==> config.mk <==
export PLATFORM = sky130hd
export DESIGN_NAME = dce_uart_rx
export DESIGN_NICKNAME = d
export VERILOG_FILES = /design/src/rtl/dce_uart_rx.sv
export SDC_FILE = /design/constraint.sdc
export NUM_CORES = 1
export LEC_CHECK = 0
export CAP_MARGIN = 20
export CORE_MARGIN = 8
export CORE_UTILIZATION = 60
export DETAILED_ROUTE_END_ITERATION = 6
export PLACE_DENSITY = 0.83
export RECOVER_POWER = 50
export SYNTH_ARGS = -nofsm -noshare
export SYNTH_HDL_FRONTEND = slang
export SYNTH_SLANG_ARGS = --single-unit
==> constraint.sdc <==
create_clock -name clock -period 8.3 [get_ports clock]
set_input_delay 1.66 -clock clock [delete_from_list [all_inputs] [get_ports clock]]
set_output_delay 1.66 -clock clock [all_outputs]
set_load 0.005 [all_outputs]
==> src/rtl/dce_uart_rx.sv <==
// DCE-side 8N1 UART receiver with a small receive FIFO and cts flow control.
// Start, data and stop bits are sampled mid-bit using a divisor latched when the start bit is detected.
module dce_uart_rx #(
    parameter int FIFO_DEPTH = 8,
    parameter int CTS_MARGIN = 2
) (
    input  logic                          clock,
    input  logic                          reset_n,
    input  logic                          txd,
    input  logic [31:0]                   dbr,
    output logic                          cts,
    output logic [7:0]                    rx_data,
    output logic                          rx_valid,
    input  logic                          rx_ready,
    output logic                          frame_err,
    output logic                          overrun_err,
    output logic [$clog2(FIFO_DEPTH):0]   fifo_count
);

    localparam int AW = $clog2(FIFO_DEPTH);
    localparam int CW = AW + 1;

    typedef enum logic [2:0] {
        S_IDLE,
        S_START,
        S_DATA,
        S_STOP,
        S_BREAK
    } state_t;

    logic           r_sync1;
    logic           r_rxs;
    state_t         r_state;
    logic [31:0]    r_cnt;
    logic [31:0]    r_bitlen;
    logic [2:0]     r_bit_idx;
    logic [7:0]     r_shift;
    logic           r_frame_err;
    logic           r_overrun_err;

    logic [7:0]     r_mem [FIFO_DEPTH];
    logic [AW-1:0]  r_wr_ptr;
    logic [AW-1:0]  r_rd_ptr;
    logic [CW-1:0]  r_count;
    logic           r_cts;

    logic [31:0]    w_bitlen_in;
    logic           w_full;
    logic           w_pop;
    logic           w_stop_hit;
    logic           w_push;
    logic [CW-1:0]  w_count_next;

    // txd is asynchronous; the synchroniser idles high so reset never looks like a start bit
    always_ff @(posedge clock or negedge reset_n) begin
        if (!reset_n) begin
            r_sync1 <= 1'b1;
            r_rxs   <= 1'b1;
        end else begin
            r_sync1 <= txd;
            r_rxs   <= r_sync1;
        end
    end

    assign w_bitlen_in  = (dbr < 32'd4) ? 32'd4 : dbr;
    assign w_full       = (r_count == CW'(FIFO_DEPTH));
    assign w_pop        = rx_ready && (r_count != '0);
    assign w_stop_hit   = (r_state == S_STOP) && (r_cnt == 32'd0);
    // a full FIFO still accepts the byte if the head is leaving in the same cycle
    assign w_push       = w_stop_hit && r_rxs && (!w_full || w_pop);
    assign w_count_next = r_count + {{AW{1'b0}}, w_push} - {{AW{1'b0}}, w_pop};

    always_ff @(posedge clock or negedge reset_n) begin
        if (!reset_n) begin
            r_state       <= S_IDLE;
            r_cnt         <= 32'd0;
            r_bitlen      <= 32'd4;
            r_bit_idx     <= 3'd0;
            r_shift       <= 8'h00;
            r_frame_err   <= 1'b0;
            r_overrun_err <= 1'b0;
        end else begin
            r_frame_err   <= 1'b0;
            r_overrun_err <= 1'b0;
            case (r_state)
                S_IDLE: begin
                    if (!r_rxs) begin
                        r_bitlen <= w_bitlen_in;
                        r_cnt    <= (w_bitlen_in >> 1) - 32'd1;
                        r_state  <= S_START;
                    end
                end
                S_START: begin
                    if (r_cnt == 32'd0) begin
                        if (r_rxs) begin
                            r_state <= S_IDLE;
                        end else begin
                            r_cnt     <= r_bitlen - 32'd1;
                            r_bit_idx <= 3'd0;
                            r_state   <= S_DATA;
                        end
                    end else begin
                        r_cnt <= r_cnt - 32'd1;
                    end
                end
                S_DATA: begin
                    if (r_cnt == 32'd0) begin
                        r_shift <= {r_rxs, r_shift[7:1]};
                        r_cnt   <= r_bitlen - 32'd1;
                        if (r_bit_idx == 3'd7) begin
                            r_state <= S_STOP;
                        end else begin
                            r_bit_idx <= r_bit_idx + 3'd1;
                        end
                    end else begin
                        r_cnt <= r_cnt - 32'd1;
                    end
                end
                S_STOP: begin
                    if (r_cnt == 32'd0) begin
                        if (r_rxs) begin
                            r_overrun_err <= !w_push;
                            r_state       <= S_IDLE;
                        end else begin
                            r_frame_err <= 1'b1;
                            r_state     <= S_BREAK;
                        end
                    end else begin
                        r_cnt <= r_cnt - 32'd1;
                    end
                end
                S_BREAK: begin
                    if (r_rxs) begin
                        r_state <= S_IDLE;
                    end
                end
                default: r_state <= S_IDLE;
            endcase
        end
    end

    always_ff @(posedge clock) begin
        if (w_push) begin
            r_mem[r_wr_ptr] <= r_shift;
        end
    end

    always_ff @(posedge clock or negedge reset_n) begin
        if (!reset_n) begin
            r_wr_ptr <= '0;
            r_rd_ptr <= '0;
            r_count  <= '0;
            r_cts    <= 1'b0;
        end else begin
            if (w_push) begin
                r_wr_ptr <= r_wr_ptr + 1'b1;
            end
            if (w_pop) begin
                r_rd_ptr <= r_rd_ptr + 1'b1;
            end
            r_count <= w_count_next;
            r_cts   <= (w_count_next <= CW'(FIFO_DEPTH - CTS_MARGIN));
        end
    end

    // head byte is read straight from the array; forced to zero while empty
    assign rx_data     = (r_count != '0) ? r_mem[r_rd_ptr] : 8'h00;
    assign rx_valid    = (r_count != '0);
    assign fifo_count  = r_count;
    assign cts         = r_cts;
    assign frame_err   = r_frame_err;
    assign overrun_err = r_overrun_err;

endmodule

Yosys cells after proc, flatten, opt, wreduce, memory -nomap -nowiden:

Memory sizes are Yosys's and may differ from the RTL's.
Index checks and enable logic that the tools add are counted.

* reductions and logical operators: 17
* eq/ne operators: 16
* bitwise gates (word level): 1
* muxes and demuxes: 30
* add/sub/neg operators: 8
* $lt $le $gt $ge: 2

Operator list (count)
* $mux 32: 6
* $pmux 32 s4: 1
* $sub 32x1->32 const B: 2
* $mux 3: 11
* $logic_not 32->1: 1
* $lt 32x3->1 const B: 1
* $sub 31x1->32 const B: 1
* $ne 2x2->1 const B: 8
* $pmux 3 s5: 1
* $add 3x1->3 const B: 3
* $mux 1: 8
* $mux 8: 1
* $reduce_bool 4->1: 2
* $eq 3x2->1 const B: 2
* $eq 3x3->1 const B: 2
* $pmux 3 s2: 1
* $reduce_and 6->1: 1
* $reduce_and 5->1: 1
* $add 4x1->4: 1
* $eq 4x4->1 const B: 1
* $le 4x3->1 const B: 1
* $logic_and 1x1->1: 4
* $reduce_and 2->1: 2
* $reduce_and 4->1: 1
* other kinds (10): 11

* memory bits (writable): 64
* output and inout bits: 16
* register bits: 93
* memories kept: 1
* bits of input ports: 36
* logic and storage cells: 88

Memory list
* r_mem: words 8, bits a word 8, read ports 1, clocked after memory_dff 0, write ports 1, RTL line 41 `logic [7:0] r_mem [FIFO_DEPTH];`

Logic depth before layout (Yosys ltp):

Gate-level depths: netlist of run 1.

* word-level depth: 8
* mapped depth: 15
* depth with buffers taken out: 14

Worst setup path before layout of run 1:

OpenSTA, ideal clock, no wires.

* kind: in2reg
* from: input port dbr[17]
* to: register r_cnt[28]
* arrival time: 4.197 ns
* required time: 8.158 ns
* buffers on the path: 0
* stages: 12
* setup slack: 3.961 ns
* setup time: 0.142 ns
* cell sequence: nor4_1 > nand4_1 > nor4_1 > nand2b_1 > ha_1 > nand2b_1 > nor4_1 > nand2_1 > or3_1 > xnor2_1 > a22oi_1 > o221ai_1

* cells in the longest elaborated chain, start to end: 5

Ends and longest elaborated chain
* start: declaration: RTL line 10 `input logic [31:0] dbr,`
* $lt 32x3->1: RTL line 65 `assign w_bitlen_in = (dbr < 32'd4) ? 32'd4 : dbr;`
* $mux 32 (*): RTL line 65
* $sub 31x1->32 (*): RTL line 89 `r_cnt <= (w_bitlen_in >> 1) - 32'd1;`
* $mux 32 (*): RTL line 87 `if (!r_rxs) begin`
* $pmux 32 s4 (*): RTL line 85 `case (r_state)`
* end signal: assignment: RTL line 89
* end signal: assignment: RTL line 98 `r_cnt <= r_bitlen - 32'd1;`
* end signal: assignment: RTL line 103 `r_cnt <= r_cnt - 32'd1;`
* end: declaration: RTL line 34 `logic [31:0] r_cnt;`

Every way passes the cells marked *; elsewhere a longest branch is shown, timed or not. The select of a mux whose other input is x is not followed.
A chain may end at the register's enable or synchronous reset.

==> results of run 1 <==
[final timing paths]
check | startpoint | end | slack [ps] | depth (start not counted)
max in group clock | dbr[12] | r_cnt[28] | 3000 | 13
max reg2reg | r_cnt[26] | cts | 4210 | 12
min in group asynchronous | reset_n | fifo_count[1] | 1620 | 1
max | reset_n | r_cnt[11] | 2610 | 2
min reg2reg | r_sync1 | r_rxs | 360 | 0
min | r_sync1 | r_rxs | 360 | 0
[kinds of logic after synthesis]
family / Yosys count / synth area share, %
muxes: 31 / 6.02
xor gates and xnor gates: 58 / 6.05
adders and majority gates: 16 / 2.44
buffers and inverters: 66 / 3.07
DFF: 157 / 49.9
and+or+nand+nor: 396 / 22.1
AOI/OAI and AO/OA: 146 / 10.4
[final cells by class]
| type | instances | area, µm² |
|---|---|---|
| clock inverters | 14 | 155 |
| flip-flops and latches | 157 | 4250 |
| fillers | 1041 | 4140 |
| repair buffers | 59 | 581 |
| clock buffers | 18 | 429 |
| well taps | 180 | 225 |
| inverters | 23 | 86.3 |
| multi-input cells | 647 | 4010 |
[state kept, by name (all words and copies together), names as in the netlist, 3 cells and up]
| name | count |
|---|---|
| r_bit_idx | 3 |
| r_cnt | 32 |
| r_bitlen | 32 |
| fifo_count | 4 |
| r_mem | 64 |
| r_shift | 8 |
| r_rd_ptr | 3 |
| r_state | 3 |
| r_wr_ptr | 3 |
[Yosys cell counts, drive strengths merged, types with 3 or more instances]
master	count
nand2	173
a21oi	26
nor4	31
dfrtp	90
a31oi	10
dfstp	3
nor3	43
nand3	11
nor2	72
xnor2	33
clkbuf	30
edfxtp	64
or2	6
o31ai	3
a211oi	3
nor2b	3
and3	3
inv	23
or4	15
o22ai	17
nand4	8
nand2b	9
a22oi	4
a221oi	6
and2	6
mux2i	13
buf	13
xor2	25
o21ai	59
ha	15
or3	9
o221ai	3
mux4	16
[layer usage]
metal	wire length [µm]	vias up
met5	0	-
met4	480	0
met3	1350	53
met2	10200	320
met1	8530	3294
li1	-	3209
[power by group]
group	internal, W	switching, W
combinational	0.000290	0.000209
sequential	0.000866	0.000102
clock	0.000449	0.000326
total	0.00161	0.000637
[metrics by stage]
step | instances | power (W) | area [µm²] | hold WS [ps] | worst slack [ps]
2_1_floorplan | 870 | 0.00126 | 8520 | 345 | 3960
3_3_place_gp | 1063 | 0.00144 | 9120 | 348 | 2790
3_5_place_dp | 1063 | 0.00147 | 9120 | 349 | 2720
4_1_cts | 1095 | 0.00224 | 9710 | 357 | 3160
5_1_grt | 1098 | 0.00234 | 9740 | 358 | 1730
6_report | 1098 | 0.00224 | 9740 | 357 | 2610
==> results.md, run 1 <==
* #FFs+latches synth at 157
* Setup Skew at 10.2 ps
* Net Count, Synth at 922
* Synthesized instance count at 870
* Post-synth EDFFs at 64
* Tot GR Track Use at 22.8%
* Vias per cell at 6.26
* Pre-antenna DRT Iters at 6
* Post-DP HPWL at 14200 µm
* Met3 GRT Util at 3.64%
* Critical Path AT at 5410 ps
* Unrepaired setup endpoints after global routing: false
* Final Util at 70.2%
* Crit path buffers/inverters at 2
* Syn. warnings at 0
* Post-synth ARST share at 59.2%
* CTS Buffer Depth at 2
* Max Slew Vio Count at 96
* Leading cell type in the layout, fill and taps excluded: nand2_1
* Global-route wire length before repair at 33300 µm
* Most used routing layer: met2
* Initial antenna violation count at 0
* Gr ovfl total at 0
* CTS tree: done
* Dominant cells by area after synthesis: dfrtp_1 (26%), edfxtp_1 (23%), nand2_1 (7.6%), mux4_2 (4.2%), o21ai_0 (3.4%)
* I/O Buffers at 51
* Mean Syn Cell Area at 9.79 µm²
* Placeable Area at 13900 µm²
* CTS clk-pin slew, worst paths at 60 ps
* Synth Cell Area at 8520 µm²
* Met2 usage at 38.6%
* CP required at 8020 ps
* Hold crit path type: register to register
* Slew margin rel. at -136%
* F_max at 176 MHz
* Most frequent cells in the layout: nand2_1 (172), dfrtp_1 (90), nor2_1 (71)
* Tmin final at 5690 ps
* Drc violations at 0
* Max Cap Viol at 2
* CP Class: input pin to async pin
* CP dominant cell by count: clkbuf_1
* Post-synth top area share at 26.4%
* # diodes at 0
* Row cnt at 43
* CTS root buffer: clkbuf_16
* Share of cells above drive strength 1 at 8.39%
* Final setup vio count at 0
* NumNets Final at 957
* Yosys top cell by area: dfrtp_1
* CP delay by family, top: buffers and inverters
* Sequential element share of the synthesized area at 49.9%
* Die area at 18300 µm²
* Slowest-stage cell, CP: clkbuf_1
* Setup TNS at 0 ps
* CP cell instances: clkbuf_1 > clkbuf_1
* CP max stage delay at 2570 ps
* Worst-margin pin slew at 3540 ps
* Post-route antenna net violation count at 0
* Worst-Skew Late Latency at 430 ps
* Via count at 6876
* Width of the chip at 135 µm
* Failing checks: capacitance limit, slew limit
* Vias in the first global route at 6579
* RePlAce Congestion at 0.914
* Final hold violations at 0
* Pwr dens at 230 nW/µm²
* # Post-CTS Setup Buffers at 0
* Initial core utilization at 61.4%
* Outcome: complete, but fails checks
* PostCTS Resize Cnt at 0
* Crit end category: async pin
* DRT Wirelength at 20600 µm
* Synth cell types at 64
* Kind of start point of the critical path: input pin
* Wire per inst at 18.7 µm
* Period utilisation layout at 68.5%
* Die Span Y at 135 µm
* Pin count of the biggest net entering global routing at 65
* Sink Count at 157
* Post-CTS Hold Buffers at 0
* Most used flip-flop cell after synthesis: dfrtp_1
* CTS buffer count at 17
* Io pins at 52
* Htree depth at 4
* Initial drt markers at 811
* Area Overhead vs Synth at 14.4%
* Peak supply drop at 0.000136 V
* Met1 GRT Util at 28.8%
* Crit path max fanout at 64
* Leakage at 3.72 nW
Power figures use the tool's default switching activity.
==> inputs of run 2 (changes only) <==
Settings changed: CORE_UTILIZATION 60 to 54, PLACE_DENSITY 0.83 to 0.79.
Clock period 8.3 ns to 4.9 ns, I/O delays scaled along.
==> run 2 against run 1 <==
Against the previous run: critical path depth grew 12; final cell count grew 3.6%; the flow still finishes with violations (capacitance limit, slew limit); clock power grew 73%; register-to-register slack lost 3100 ps; first-iteration DRC count shrank 27%; count of clock-buffer cells in the layout is the same; hold slack gained 1.4 ps; die area grew 9.8%; design area grew 1.0%.
==> results.md, run 2 (synthesized netlist as in run 1, its figures left out) <==
* Pre-antenna DRT Iters at 5
* Share of cells above drive strength 1 at 8.89%
* Crit path max fanout at 6
* Setup TNS at 0 ps
* CTS Buffer Depth at 2
* CTS buffer count at 17
* PostCTS Resize Cnt at 0
* Wire per inst at 17.5 µm
* CTS tree: done
* Initial antenna violation count at 0
* CP dominant cell by count: nor4_1
* Fill count at 1302
* Worst setup margin at 675 ps
* Largest registers: r_mem (64), r_bitlen (32), r_cnt (32)
* I/O Buffers at 51
* Vias per cell at 5.87
* # diodes at 0
* Die Span Y at 142 µm
* Io pins at 52
* Area of the multi-input gates at 4010 µm²
* # Post-CTS Setup Buffers at 0
* Leading cell type in the layout, fill and taps excluded: nand2_1
* CP cell instances: clkdlybuf4s50_1 > nor4_1 > nand4_1 > nor4_1 > nand2b_1 > ha_1 > nand2b_1 > nor4_1 > buf_4 > nand2_1 > or3_1 > xnor2_1 > a22oi_1 > o221ai_1
* Crit path buffers/inverters at 2
* Post-CTS Hold Buffers at 0
* Biggest register: r_mem
* Global-route wire length before repair at 33100 µm
* Via count at 6680
* Drc violations at 0
* Most frequent cells in the layout: nand2_1 (172), dfrtp_1 (90), nor2_1 (71)
* Failing checks: capacitance limit, slew limit
* Slew margin rel. at -129%
* F_max at 237 MHz
* Htree depth at 4
* Place WS at 307 ps
* Pwr dens at 387 nW/µm²
* Tmin final at 4220 ps
* DRT Wirelength at 20000 µm
* Kind of start point of the critical path: input pin
* Setup Skew at 10.8 ps
* CP max stage delay at 550 ps
* Hold crit path type: register to register
* Largest register FFs at 64
* CP Class: input pin to register
* Sink Count at 157
* Worst-Skew Late Latency at 430 ps
* CTS root buffer: clkbuf_16
* Final hold violations at 0
* Leakage at 3.75 nW
* Vias in the first global route at 6488
* RePlAce Congestion at 0.947
* Crit end category: register
* CTS clk-pin slew, worst paths at 70 ps
* Post-route antenna net violation count at 0
* Worst-margin pin slew at 3430 ps
* Period utilisation layout at 86.2%
* CP required at 5200 ps
* Row cnt at 46
* Tot GR Track Use at 20.8%
* Final setup vio count at 0
* Peak supply drop at 0.000281 V
* Slowest-stage cell, CP: nor4_1
* Placeable Area at 15700 µm²
* Unrepaired setup endpoints after global routing: false
* Critical Path AT at 4520 ps
* Sequential Area at 4250 µm²
* CP delay by family, top: simple AND/OR/NAND/NOR gates
* Max Slew Vio Count at 65
* Max Cap Viol at 1
* Area Overhead vs Synth at 15.5%
* NumNets Final at 961
* Initial drt markers at 589
* Die area at 20000 µm²
* Gr ovfl total at 0
* Initial core utilization at 54.4%
* Width of the chip at 142 µm
* Outcome: complete, but fails checks
* Pin count of the biggest net entering global routing at 65
* Post-DP HPWL at 14300 µm
## run 2: final timing paths
kind                       slack (ps)             to      start  cells after the start
max                               680      r_cnt[28]    dbr[12]                     14
min                               360          r_rxs    r_sync1                      0
max reg2reg                      1150            cts  r_cnt[26]                     13
min reg2reg                       360          r_rxs    r_sync1                      0
max in group asynchronous        1250   r_bitlen[13]    reset_n                      1
min in group asynchronous        1710  fifo_count[1]    reset_n                      1
## run 2: power by group
| group | switching (W) | total, W | internal, W |
|---|---|---|---|
| Sequential | 0.000167 | 0.00163 | 0.00147 |
| Combinational | 0.000342 | 0.000830 | 0.000488 |
| Clock | 0.000574 | 0.00134 | 0.000770 |
## run 2: final cells by class
class	count	share of cell area, %
sequential	157	43.2
multi-input combinational	647	40.8
timing repair buffer	63	6.28
clock buffer	18	4.36
tap	216	2.75
clock inverter	14	1.75
inverter	23	0.877
## run 2: metrics by stage
step                      total power (W)  hold WS [ps]  util [%]  instance area (µm²)  cells
final                             0.00381           358      62.9                 9840   1138
after global routing              0.00398           364      62.9                 9840   1138
after CTS                         0.00381           361      62.6                 9810   1136
after detailed placement          0.00247           353      58.8                 9200   1104
after global placement            0.00244           350      58.8                 9200   1104
after floorplan                   0.00214           345         -                 8520    870
## run 2: worst reg2reg max path, delay by kind of cell (launching register included)
kind | cells | cell delay (ps)
and+or+nand+nor | 5 | 1750
adders and majority gates | 3 | 810
DFF | 1 | 470
buffers and inverters | 3 | 290
xor gates and xnor gates | 1 | 190
AOI/OAI and AO/OA | 1 | 100
## run 2: metal layers
| layer | track usage (%) | share of wire (%) |
|---|---|---|
| met1 | 26.3 | 43 |
| met2 | 34.5 | 49 |
| met3 | 3.70 | 6.2 |
| met4 | 8.37 | 2.4 |
| met5 | 0 | 0 |
